--- config.mk ---
export PLATFORM = sky130hd
export DESIGN_NAME = bluetooth_status_tx
export DESIGN_NICKNAME = d
export VERILOG_FILES = /design/src/rtl/bt_status_pkg.sv /design/src/rtl/bluetooth_status_tx_uart.sv /design/src/rtl/bluetooth_status_tx.sv
export SDC_FILE = /design/constraint.sdc
export NUM_CORES = 1
export LEC_CHECK = 0
export CORE_UTILIZATION = 30
export CTS_CLUSTER_SIZE = 16
export DETAILED_ROUTE_END_ITERATION = 12
export PLACE_DENSITY_LB_ADDON = 0.15
export SLEW_MARGIN = 40
export SYNTH_ARGS = -nofsm -noshare
export SYNTH_HDL_FRONTEND = slang
export SYNTH_SLANG_ARGS = --single-unit
export TNS_END_PERCENT = 20
--- constraint.sdc ---
create_clock -name sys_clk -period 3.2 [get_ports sys_clk]
set_clock_uncertainty 0.1 [all_clocks]
set_input_delay 0.48 -clock sys_clk [delete_from_list [all_inputs] [get_ports sys_clk]]
set_output_delay 0.48 -clock sys_clk [all_outputs]
set_load 0.01 [all_outputs]
--- src/rtl/bt_status_pkg.sv ---
// Shared types, ASCII constants and frame-byte helpers for the Bluetooth status transmitter.
// Optional even parity (8E1) is enabled with the BT_STATUS_TX_PARITY_EN macro.
package bt_status_pkg;

    typedef enum logic [2:0] {
        ST_IDLE,
        ST_START,
        ST_DATA,
`ifdef BT_STATUS_TX_PARITY_EN
        ST_PARITY,
`endif
        ST_STOP
    } tx_state_e;

    typedef enum logic {
        SEQ_IDLE,
        SEQ_SEND
    } seq_state_e;

    typedef struct packed {
        logic       caught;
        logic       get;
        logic       show;
        logic [3:0] photo;
        logic       sd_init;
        logic       cam_init;
    } status_t;

    localparam int FRAME_LEN = 6;

    localparam logic [7:0] ASCII_M     = 8'h4D;
    localparam logic [7:0] ASCII_C     = 8'h43;
    localparam logic [7:0] ASCII_G     = 8'h47;
    localparam logic [7:0] ASCII_S     = 8'h53;
    localparam logic [7:0] ASCII_I     = 8'h49;
    localparam logic [7:0] ASCII_ZERO  = 8'h30;
    localparam logic [7:0] ASCII_CR    = 8'h0D;
    localparam logic [7:0] ASCII_LF    = 8'h0A;

    function automatic logic [7:0] hex_to_ascii(input logic [3:0] v);
        if (v < 4'd10) begin
            return ASCII_ZERO + {4'h0, v};
        end
        // 'A' (0x41) minus 10
        return 8'h37 + {4'h0, v};
    endfunction

    function automatic logic [7:0] mode_char(input status_t s);
        if (s.caught) begin
            return ASCII_C;
        end
        if (s.get) begin
            return ASCII_G;
        end
        if (s.show) begin
            return ASCII_S;
        end
        return ASCII_I;
    endfunction

    function automatic logic [7:0] frame_byte(input status_t s, input logic [2:0] idx);
        logic [7:0] b;
        case (idx)
            3'd0:    b = ASCII_M;
            3'd1:    b = mode_char(s);
            3'd2:    b = hex_to_ascii(s.photo);
            3'd3:    b = ASCII_ZERO + {6'b0, s.sd_init, s.cam_init};
            3'd4:    b = ASCII_CR;
            default: b = ASCII_LF;
        endcase
        return b;
    endfunction

endpackage

--- src/rtl/bluetooth_status_tx_uart.sv ---
// Single-byte UART serialiser: start bit, 8 data bits LSB first, optional even parity, stop bit.
// Parity stage exists only when BT_STATUS_TX_PARITY_EN is defined.
module uart_byte_tx
    import bt_status_pkg::*;
#(
    parameter int BIT_CYC = 10416
) (
    input  logic       clk,
    input  logic       rst_n,
    input  logic       start_i,
    input  logic [7:0] byte_i,
    output logic       done_o,
    output logic       txd_o
);

    localparam int CNT_W = (BIT_CYC > 1) ? $clog2(BIT_CYC) : 1;
    localparam logic [CNT_W-1:0] CNT_MAX = CNT_W'(BIT_CYC - 1);

    tx_state_e        state_q, state_d;
    logic [CNT_W-1:0] cnt_q, cnt_d;
    logic [2:0]       bit_idx_q, bit_idx_d;
    logic [7:0]       shift_q, shift_d;
    logic             parity_q, parity_d;
    logic             txd_q, txd_d;
    logic             bit_end;

    assign bit_end = (cnt_q == CNT_MAX);
    assign txd_o   = txd_q;

    always_ff @(posedge clk or negedge rst_n) begin
        if (!rst_n) begin
            state_q   <= ST_IDLE;
            cnt_q     <= '0;
            bit_idx_q <= '0;
            shift_q   <= '0;
            parity_q  <= 1'b0;
            txd_q     <= 1'b1;
        end else begin
            state_q   <= state_d;
            cnt_q     <= cnt_d;
            bit_idx_q <= bit_idx_d;
            shift_q   <= shift_d;
            parity_q  <= parity_d;
            txd_q     <= txd_d;
        end
    end

    always_comb begin
        // NOTE: every _d gets a default before the case so no path leaves one unassigned (no latches).
        state_d   = state_q;
        cnt_d     = bit_end ? '0 : cnt_q + CNT_W'(1);
        bit_idx_d = bit_idx_q;
        shift_d   = shift_q;
        parity_d  = parity_q;
        done_o    = 1'b0;

        case (state_q)
            ST_IDLE: begin
                cnt_d = '0;
                if (start_i) begin
                    state_d   = ST_START;
                    shift_d   = byte_i;
                    parity_d  = ^byte_i;
                    bit_idx_d = '0;
                end
            end
            ST_START: begin
                if (bit_end) begin
                    state_d = ST_DATA;
                end
            end
            ST_DATA: begin
                if (bit_end) begin
                    shift_d   = shift_q >> 1;
                    bit_idx_d = bit_idx_q + 3'd1;
                    if (bit_idx_q == 3'd7) begin
`ifdef BT_STATUS_TX_PARITY_EN
                        state_d = ST_PARITY;
`else
                        state_d = ST_STOP;
`endif
                    end
                end
            end
`ifdef BT_STATUS_TX_PARITY_EN
            ST_PARITY: begin
                if (bit_end) begin
                    state_d = ST_STOP;
                end
            end
`endif
            ST_STOP: begin
                if (bit_end) begin
                    done_o = 1'b1;
                    // Back-to-back load keeps bytes of a frame gapless
                    if (start_i) begin
                        state_d   = ST_START;
                        shift_d   = byte_i;
                        parity_d  = ^byte_i;
                        bit_idx_d = '0;
                    end else begin
                        state_d = ST_IDLE;
                    end
                end
            end
            default: state_d = ST_IDLE;
        endcase

        // NOTE: line level is decoded from next state and registered, so the pin never glitches.
        case (state_d)
            ST_START:  txd_d = 1'b0;
            ST_DATA:   txd_d = shift_d[0];
`ifdef BT_STATUS_TX_PARITY_EN
            ST_PARITY: txd_d = parity_d;
`endif
            default:   txd_d = 1'b1;
        endcase
    end

endmodule

--- src/rtl/bluetooth_status_tx.sv ---
// Status-frame transmitter: detects changes of the camera status word and sends "M<mode><photo><flags>\r\n".
// Define BT_STATUS_TX_PARITY_EN for 8E1 framing instead of 8N1.
module bluetooth_status_tx
    import bt_status_pkg::*;
#(
    parameter int CLK_FREQ  = 100_000_000,
    parameter int BAUD_RATE = 9600
) (
    input  logic       sys_clk,
    input  logic       sys_rst_n,
    input  logic       camera_show_mode,
    input  logic       caught_photo_mode,
    input  logic       get_photo_mode,
    input  logic [3:0] select_photo_no,
    input  logic       sd_init_done,
    input  logic       camera_init_done,
    output logic       bluetooth_txd_out,
    output logic       tx_busy
);

    localparam int BIT_CYC = CLK_FREQ / BAUD_RATE;

    status_t    status_cur;
    status_t    prev_q;
    status_t    snap_q, snap_d;
    seq_state_e seq_q, seq_d;
    logic       pending_q, pending_d;
    logic [2:0] byte_idx_q, byte_idx_d;
    logic       byte_start;
    logic [7:0] tx_byte;
    logic       byte_done;

    assign status_cur = {caught_photo_mode, get_photo_mode, camera_show_mode,
                         select_photo_no, sd_init_done, camera_init_done};
    assign tx_busy    = (seq_q == SEQ_SEND);

    // NOTE: prev has no reset on purpose; it keeps tracking the inputs while reset is held,
    // so release never sees a false change and exactly one post-reset frame goes out.
    always_ff @(posedge sys_clk) begin
        prev_q <= status_cur;
    end

    always_ff @(posedge sys_clk or negedge sys_rst_n) begin
        if (!sys_rst_n) begin
            seq_q      <= SEQ_IDLE;
            pending_q  <= 1'b1;
            byte_idx_q <= '0;
            snap_q     <= '0;
        end else begin
            seq_q      <= seq_d;
            pending_q  <= pending_d;
            byte_idx_q <= byte_idx_d;
            snap_q     <= snap_d;
        end
    end

    always_comb begin
        seq_d      = seq_q;
        pending_d  = pending_q;
        byte_idx_d = byte_idx_q;
        snap_d     = snap_q;
        byte_start = 1'b0;
        tx_byte    = frame_byte(snap_q, byte_idx_q);

        case (seq_q)
            SEQ_IDLE: begin
                if (pending_q) begin
                    seq_d      = SEQ_SEND;
                    pending_d  = 1'b0;
                    snap_d     = status_cur;
                    byte_idx_d = '0;
                    byte_start = 1'b1;
                    tx_byte    = frame_byte(status_cur, 3'd0);
                end
            end
            SEQ_SEND: begin
                if (byte_done) begin
                    if (byte_idx_q < 3'(FRAME_LEN - 1)) begin
                        byte_idx_d = byte_idx_q + 3'd1;
                        byte_start = 1'b1;
                        tx_byte    = frame_byte(snap_q, byte_idx_q + 3'd1);
                    end else begin
                        seq_d = SEQ_IDLE;
                    end
                end
            end
            default: seq_d = SEQ_IDLE;
        endcase

        // Applied last so a change in the frame-start cycle wins over the clear
        if (status_cur != prev_q) begin
            pending_d = 1'b1;
        end
    end

    uart_byte_tx #(
        .BIT_CYC (BIT_CYC)
    ) u_uart_byte_tx (
        .clk     (sys_clk),
        .rst_n   (sys_rst_n),
        .start_i (byte_start),
        .byte_i  (tx_byte),
        .done_o  (byte_done),
        .txd_o   (bluetooth_txd_out)
    );

endmodule
==> metrics, run 1 <==
Die H=97.8 um; port buffer count=12; EDFF count, synth=0; Routed WL=5850 um; Yosys top cell area share=37.3%; DRC viols=0; Lkg Pwr=1.27 nW; Fillers=923; core area=8810 um2; hold_ws=0.0625 ns; Final nets=321; Worst VDD drop=0.171 mV; Pwr Density=376 nW/um2; crit path max fanout=19; Final HPWL DP=4130 um; vias per inst=5.07; die width=97.8 um; CTS tree=done; clk slew on worst S/H paths=0.09 ns; initial antenna violation count=0; post-route setup TNS=0 ns; Resized cells post-CTS=0; hold_buf cts=0; # rows=34; share of layout cells above drive strength 1=7.31%; post-route clock period utilization=83.3%; Hold Violations, Final=0; FF+latch area=1260 um2; post-synthesis mux area share=1.14%; die area=9560 um2; total global routing track utilization=12.7%; Root Driver=clkbuf_8; Finished Cell Area=3060 um2; Setup Crit Path Kind=flip-flop to flip-flop; Synth Area in Adders=4.55%; Synth Cell Area=2750 um2; CTS Buffer Depth=2; post-CTS setup repair buffer count=0; Final Setup Violations=0; HP Class=input port to async pin; leading area contributor after synthesis=dfrtp_1; worst path required time=3.29 ns; placed cell area=2980 um2; Fmax=375 MHz; I/O pins=13; remaining antenna violation count after routing=0; CTS Sinks=52; vias=2073; RePlAce Congestion=0.763; Post-Place Cells=401; FF+latch count, synth=52; Num CTS Buffers=5; H-tree depth=2; Setup Slack @ Placement=0.534 ns; Least-Margin Pin Slew=0.589 ns; ys async rst share=82.7%; Worst slew margin=60.7%; RSZ-0062 raised after global routing=false; final worst slack=0.534 ns; area growth from synthesis to layout=11.1%; antenna cell count=0; Post-Synth XOR/XNOR Area=6.36%; Max Cap Violations=0; number of global-route vias before repair=1925; syn avg cell area=9.52 um2; Final Non-Filler Cells=409; Unique masters post-synth=58; area taken by multi-input logic gates=1390 um2; Synth Area in Compound Gates=16.5%; Synth Warn #=0; outcome=finished, final reports clean; post-synthesis cell count=289; global-route wire length before repair=9670 um; largest net degree at the start of global routing=44; starting density of the core=31.3%; final critical-path required period=2.67 ns; routed wire length per instance=14.3 um; DRT Pass-1 Iters=4; Mapped Nets=310; Worst setup SP type=flip-flop; largest family of logic cells by synthesized area=simple AND/OR/NAND/NOR gates; prevailing post-synth register cell=dfrtp_1; CP Capture Type=flip-flop; Slew Viols, Final=0; Arr. time, crit path=2.76 ns; overflow left after global routing=0; post-synthesis simple-gate area fraction=22.0%; Area contributors post-synth=dfrtp_1, dfxtp_1, nand2_1; Iteration-0 DRC Markers=91; Worst-Skew Late Latency=0.30 ns; post-synthesis sequential area ratio=45.7%
## state kept, by name (all words and copies together), names as in the netlist
name,flops
u_uart_byte_tx.cnt_q,14
prev_q,9
snap_q,9
u_uart_byte_tx.shift_q,8
byte_idx_q,3
u_uart_byte_tx.bit_idx_q,3
u_uart_byte_tx.state_q,3
pending_q,1
tx_busy,1
u_uart_byte_tx.txd_o,1
## path summary, 6_finish.rpt
path | end | cells past startpoint | slack, ns | start
setup / recovery | u_uart_byte_tx.shift_q[5] | 5 | 0.53 | u_uart_byte_tx.cnt_q[9]
hold / removal | u_uart_byte_tx.bit_idx_q[0] | 1 | 0.06 | sys_rst_n
setup reg to reg | u_uart_byte_tx.shift_q[5] | 5 | 0.53 | u_uart_byte_tx.cnt_q[9]
hold reg to reg | u_uart_byte_tx.cnt_q[0] | 1 | 0.38 | u_uart_byte_tx.cnt_q[0]
max in group asynchronous | u_uart_byte_tx.txd_o | 1 | 2.56 | sys_rst_n
min in group sys_clk | u_uart_byte_tx.cnt_q[0] | 1 | 0.38 | u_uart_byte_tx.cnt_q[0]
## cell families (layout without fill, tap and decap cells)
kind of cell	Yosys count	after routing
and+or+nand+nor	114	114
xor gates and xnor gates	20	20
adders and majority gates	10	10
buffers and inverters	23	35
other	1	1
muxes	3	3
DFF	52	52
AOI/OAI and AO/OA	66	66
## synth_stat cells, types with 5 or more instances
cell type / instances
dfrtp_1: 41
nand2_1: 37
nor2_1: 22
o21ai_0: 18
a21oi_1: 14
xor2_1: 14
inv_1: 11
ha_1: 10
dfxtp_1: 9
clkbuf_1: 8
nand2b_1: 6
nand4_1: 6
xnor2_1: 6
and3_1: 5
or3_1: 5
## final cells by class
| class | instances | area share (%) |
|---|---|---|
| Timing Repair Buffer | 16 | 4.83 |
| Clock buffer | 7 | 2.50 |
| Clock inverter | 1 | 0.164 |
| Multi-Input combinational cell | 214 | 45.6 |
| Tap cell | 108 | 4.42 |
| Inverter | 11 | 1.35 |
| Sequential cell | 52 | 41.2 |
## worst max-delay path: stages, from the launching register on
cell and delay (ns):
dfrtp_1 0.45, or4b_4 0.54, or4_1 0.50, buf_4 0.22, a221o_1 0.38, a221o_1 0.36
## metrics by stage
stage / util (%) / total power, mW
2_1_floorplan: - / 0.757
3_3_place_gp: 33.8 / 0.800
3_5_place_dp: 33.8 / 0.800
4_1_cts: 34.7 / 1.17
5_1_grt: 34.7 / 1.21
6_report: 34.7 / 1.15
## layer usage
layer  wire, um  vias to the layer above  track usage [%]  part of all wire (%)
met5          0                        -                0                     0
met4         47                        0             2.80                  0.80
met3        157                        4             2.43                   2.7
met2       2660                       29             20.3                    46
met1       2980                      998             17.8                    51
li1           -                     1042                -                     -
## where the power goes
part / switching [mW] / total, mW / leakage (nW) / internal, mW
Combinational: 0.0474 / 0.0866 / 0.588 / 0.0392
Sequential: 0.0210 / 0.698 / 0.640 / 0.677
Clock: 0.210 / 0.364 / 0.0422 / 0.154
Total: 0.279 / 1.15 / 1.27 / 0.871
## cell usage in the layout (no fill, tap or decap), types with 2 or more instances in the layout
master / n
a211oi_1: 4
a21boi_0: 2
a21oi_1: 14
a221o_1: 3
a22o_1: 3
a32o_1: 2
and2_1: 4
and3_1: 5
buf_4: 5
clkbuf_1: 2
clkbuf_8: 5
clkdlybuf4s50_1: 11
dfrtp_1: 41
dfstp_2: 2
dfxtp_1: 9
ha_1: 10
inv_1: 11
mux2i_1: 2
nand2_1: 37
nand2b_1: 6
nand3_1: 4
nand4_1: 6
nor2_1: 22
nor2b_1: 4
nor3_1: 4
nor3b_1: 3
nor4_1: 3
o21a_1: 2
o21ai_0: 18
o21ai_1: 2
o311ai_0: 2
o31ai_1: 2
or3_1: 5
or4_1: 3
xnor2_1: 6
xor2_1: 14
Power figures use the tool's default switching activity.
==> run 2: changes to the inputs <==
- clock period: 3.2 -> 2.66 ns (I/O delays scaled with it)
==> metrics, run 2 (synthesized netlist as in run 1, its figures left out) <==
outcome=finished, final reports clean; Die H=97.8 um; r2r worst-path depth=5; registers with the most flip-flops=u_uart_byte_tx.cnt_q: 14 flops, prev_q: 9 flops, snap_q: 9 flops; global-route wire length before repair=10200 um; worst r2r src=u_uart_byte_tx.cnt_q[8]; core area=8810 um2; post-route clock period utilization=97.5%; Worst slew margin=60.4%; Worst-Skew Late Latency=0.30 ns; antenna cell count=0; Arr. time, crit path=2.69 ns; vias per inst=4.96; CTS Buffer Depth=2; DRC viols=0; starting density of the core=31.3%; I/O pins=13; CTS tree=done; Finished Cell Area=3230 um2; DRT Pass-1 Iters=4; remaining antenna violation count after routing=0; clk slew on worst S/H paths=0.10 ns; most frequent cells in the layout=dfrtp_1, nand2_1, nor2_1, o21ai_0; Lkg Pwr=1.36 nW; overflow left after global routing=0; crit path max fanout=10; # rows=34; Slew Viols, Final=0; Reg-to-Reg End=u_uart_byte_tx.shift_q[5]; CP Capture Type=flip-flop; area growth from synthesis to layout=17.3%; Most flops, register=u_uart_byte_tx.cnt_q; Root Driver=clkbuf_8; die width=97.8 um; commonest non-fill, non-tap cell in the layout=dfrtp_1; share of layout cells above drive strength 1=12.1%; post-route setup TNS=0 ns; HP Class=flip-flop to flip-flop; Hold Violations, Final=0; Max Cap Violations=0; Iteration-0 DRC Markers=78; initial antenna violation count=0; placed cell area=3040 um2; Final Setup Violations=0; H-tree depth=2; largest net degree at the start of global routing=30; RePlAce Congestion=0.794; routed wire length per instance=14.4 um; Final HPWL DP=4350 um; Pwr Density=465 nW/um2; Num CTS Buffers=5; Worst setup SP type=flip-flop; hold path cells=2; Fmax=386 MHz; number of global-route vias before repair=2016; vias=2090; CTS Sinks=52; die area=9560 um2; RSZ-0062 raised after global routing=false; worst path required time=2.76 ns; Worst VDD drop=0.222 mV; reg-to-reg slack, setup=0.07 ns; Routed WL=6050 um; total global routing track utilization=13.4%; port buffer count=12; Hold Crit Start=snap_q[0]; final critical-path required period=2.59 ns; Hold EP=snap_q[0]; Least-Margin Pin Slew=0.594 ns; max reg flops=14; Setup Crit Path Kind=flip-flop to flip-flop; Final nets=333
[run 2: how the worst max path moves through the flow]
stage                                 start                        end  slack, ns  depth (start not counted)
floorplan           u_uart_byte_tx.cnt_q[9]  u_uart_byte_tx.shift_q[1]       0.14                          7
global placement    u_uart_byte_tx.cnt_q[4]  u_uart_byte_tx.shift_q[5]       0.08                          5
detailed placement  u_uart_byte_tx.cnt_q[4]  u_uart_byte_tx.shift_q[5]       0.03                          5
CTS                 u_uart_byte_tx.cnt_q[4]  u_uart_byte_tx.shift_q[5]      0.007                          5
global route        u_uart_byte_tx.cnt_q[8]  u_uart_byte_tx.shift_q[5]       0.02                          5
finish              u_uart_byte_tx.cnt_q[8]  u_uart_byte_tx.shift_q[5]       0.07                          5
[run 2: final cells by class]
type	instances	area, um2
Timing Repair Buffer	28	268
Tap cell	108	135
Clock inverter	3	42.5
Clock buffer	5	68.8
Sequential cell	52	1260
Multi-Input combinational cell	214	1420
Inverter	11	41.3
Fill cell	890	5580
[run 2: critical path, cell delays in order, from the launching register on]
cell     delay, ns
dfrtp_1       0.42
or3b_2        0.49
or4_4         0.58
buf_12        0.17
a221o_1       0.39
a221o_1       0.34
[run 2: metrics by stage]
step	total power [mW]	setup slack [ns]	util [%]	cells	hold WS (ns)
after CTS	1.53	0.00680	35.9	419	0.397
after global routing	1.58	0.0161	36.7	421	0.428
after global placement	0.966	0.0779	34.5	410	0.233
after floorplan	0.911	0.145	-	289	0.00341
after detailed placement	0.965	0.0309	34.5	410	0.235
final	1.50	0.0677	36.7	421	0.396
[run 2: per-layer routing]
metal	part of all wire [%]	vias to the layer above	GRT usage, %	wire length, um
li1	-	1067	-	-
met1	51	993	18.7	3090
met2	46	28	21.1	2780
met3	2.3	2	2.58	138
met4	0.73	0	4.20	44
met5	0	-	0	0
[run 2: repair_timing]
| item | CTS | global route |
|---|---|---|
| endpoints found under the hold margin | 13 | 0 |
| hold buffers | 1 | 0 |
| endpoints found under the setup margin | 0 | 5 |
| setup buffers | 0 | 1 |
| resized for setup | 0 | 7 |
[run 2: report_power, final]
group / switching, mW / internal [mW] / total, mW
Combinational: 0.0604 / 0.0496 / 0.110
Clock: 0.274 / 0.279 / 0.553
Sequential: 0.0233 / 0.815 / 0.838
Total: 0.357 / 1.14 / 1.50
==> run 3: changes to the inputs <==
- CORE_UTILIZATION: 30 -> 60
- TNS_END_PERCENT: 20 -> not set
==> metrics, run 3 (synthesized netlist as in run 1, its figures left out) <==
Worst VDD drop=0.446 mV; initial antenna violation count=0; CP Buf/Inv Count=1; Worst slew margin=65.4%; HP Class=flip-flop to flip-flop; post-CTS setup repair buffer count=0; vias=2167; total global routing track utilization=23.5%; Num CTS Buffers=5; Max Cap Violations=0; die area=4860 um2; worst path required time=2.76 ns; Final HPWL DP=3880 um; Worst-Skew Late Latency=0.32 ns; CP max stage cell=or4b_4; Arr. time, crit path=2.68 ns; Hold Violations, Final=0; I/O pins=13; Fmax=387 MHz; global-route wire length before repair=9190 um; crit-path cells=or4b_4 -> or4_4 -> buf_12 -> a221o_1 -> a221o_1; post-route clock period utilization=97.1%; starting density of the core=62.8%; Final nets=327; CTS Buffer Depth=2; share of layout cells above drive strength 1=9.77%; CTS Sinks=52; max incr delay on CP=0.55 ns; registers with the most flip-flops=u_uart_byte_tx.cnt_q: 14 flops, prev_q: 9 flops, snap_q: 9 flops; Least-Margin Pin Slew=0.519 ns; CP Capture Type=flip-flop; vias per inst=6.04; Final Setup Violations=0; clk slew on worst S/H paths=0.09 ns; Setup Crit Path Kind=flip-flop to flip-flop; H-tree depth=2; Slew Viols, Final=0; Pwr Density=460 nW/um2; number of global-route vias before repair=2076; outcome=finished, final reports clean; Crit path top cell by count=a221o_1; Iteration-0 DRC Markers=163; RePlAce Congestion=0.843; largest net degree at the start of global routing=44; Routed WL=5340 um; most frequent cells in the layout=dfrtp_1, nand2_1, nor2_1, o21ai_0; crit path max fanout=19; final critical-path required period=2.58 ns; Top Family by Delay on Critical Path=simple AND/OR/NAND/NOR gates; # rows=24; Die H=69.7 um; core area=4380 um2; die width=69.7 um; post-route setup TNS=0 ns; Core Util, Final=69.9%; port buffer count=12; Most flops, register=u_uart_byte_tx.cnt_q; Root Driver=clkbuf_8; Worst setup SP type=flip-flop; area growth from synthesis to layout=11.4%; DRC viols=0; antenna cell count=0; remaining antenna violation count after routing=0; Lkg Pwr=1.31 nW; commonest non-fill, non-tap cell in the layout=dfrtp_1; routed wire length per instance=14.9 um; DRT Pass-1 Iters=5; overflow left after global routing=0; CTS tree=done; RSZ-0062 raised after global routing=false; max reg flops=14
-- run 3: cell count changes in the layout (fill, tap and decap cells not counted) --
cell        previous run  this run
o21ai_2                1         0
o31ai_2                0         1
clkinvlp_4             1         0
o31ai_4                1         0
bufinv_16              1         0
clkinv_2               1         0
buf_4                 13         9
or3_1                  4         5
buf_2                  1         0
o21ai_1                1         2
inv_6                  0         1
or3_4                  1         0
clkbuf_16              1         0
clkinv_4               0         2
-- run 3: what timing repair did --
action                     in CTS  in global routing
hold endpoints to repair       41                  0
gates resized for setup         0                  4
hold buffers                    1                  0
setup endpoints to repair       0                  3
-- run 3: worst paths after layout --
path	slack, ns	start	end	depth (start not counted)
setup / recovery	0.08	u_uart_byte_tx.cnt_q[4]	u_uart_byte_tx.shift_q[5]	5
hold / removal	0.40	u_uart_byte_tx.cnt_q[0]	u_uart_byte_tx.cnt_q[0]	1
setup reg to reg	0.08	u_uart_byte_tx.cnt_q[4]	u_uart_byte_tx.shift_q[5]	5
hold reg to reg	0.40	u_uart_byte_tx.cnt_q[0]	u_uart_byte_tx.cnt_q[0]	1
max in group asynchronous	1.58	sys_rst_n	u_uart_byte_tx.txd_o	2
min in group asynchronous	0.50	sys_rst_n	byte_idx_q[2]	2
-- run 3: metal layers --
layer / up-vias / global-route usage [%] / wire (um)
met2: 68 / 38.6 / 2500
met3: 12 / 4.80 / 251
met1: 1033 / 31.0 / 2490
li1: 1054 / - / -
met5: - / 0 / 0
met4: 0 / 8.44 / 99
-- run 3: final cells by class --
type                       count  area [um2]
multi-input combinational    214        1400
tap                           52        65.1
timing repair buffer          22         208
clock inverter                 3        26.3
clock buffer                   5        68.8
sequential                    52        1260
fill                         361        1320
inverter                      11        41.3
-- run 3: report_power, final --
group          internal [mW]  switching (mW)
logic                 0.0479          0.0576
clock network          0.192           0.272
registers              0.815          0.0260
-- run 3: metrics by stage --
step                      hold slack, ns  instance area (um2)  setup WS [ns]  power, mW  instances
after floorplan                  0.00341                 2750          0.145      0.911        289
after global placement             0.358                 2940         0.0993      0.956        350
after detailed placement           0.319                 2940         0.0604      0.959        350
after CTS                          0.403                 3050         0.0448       1.43        359
after global routing               0.427                 3070         0.0192       1.47        359
final                              0.401                 3070         0.0772       1.41        359
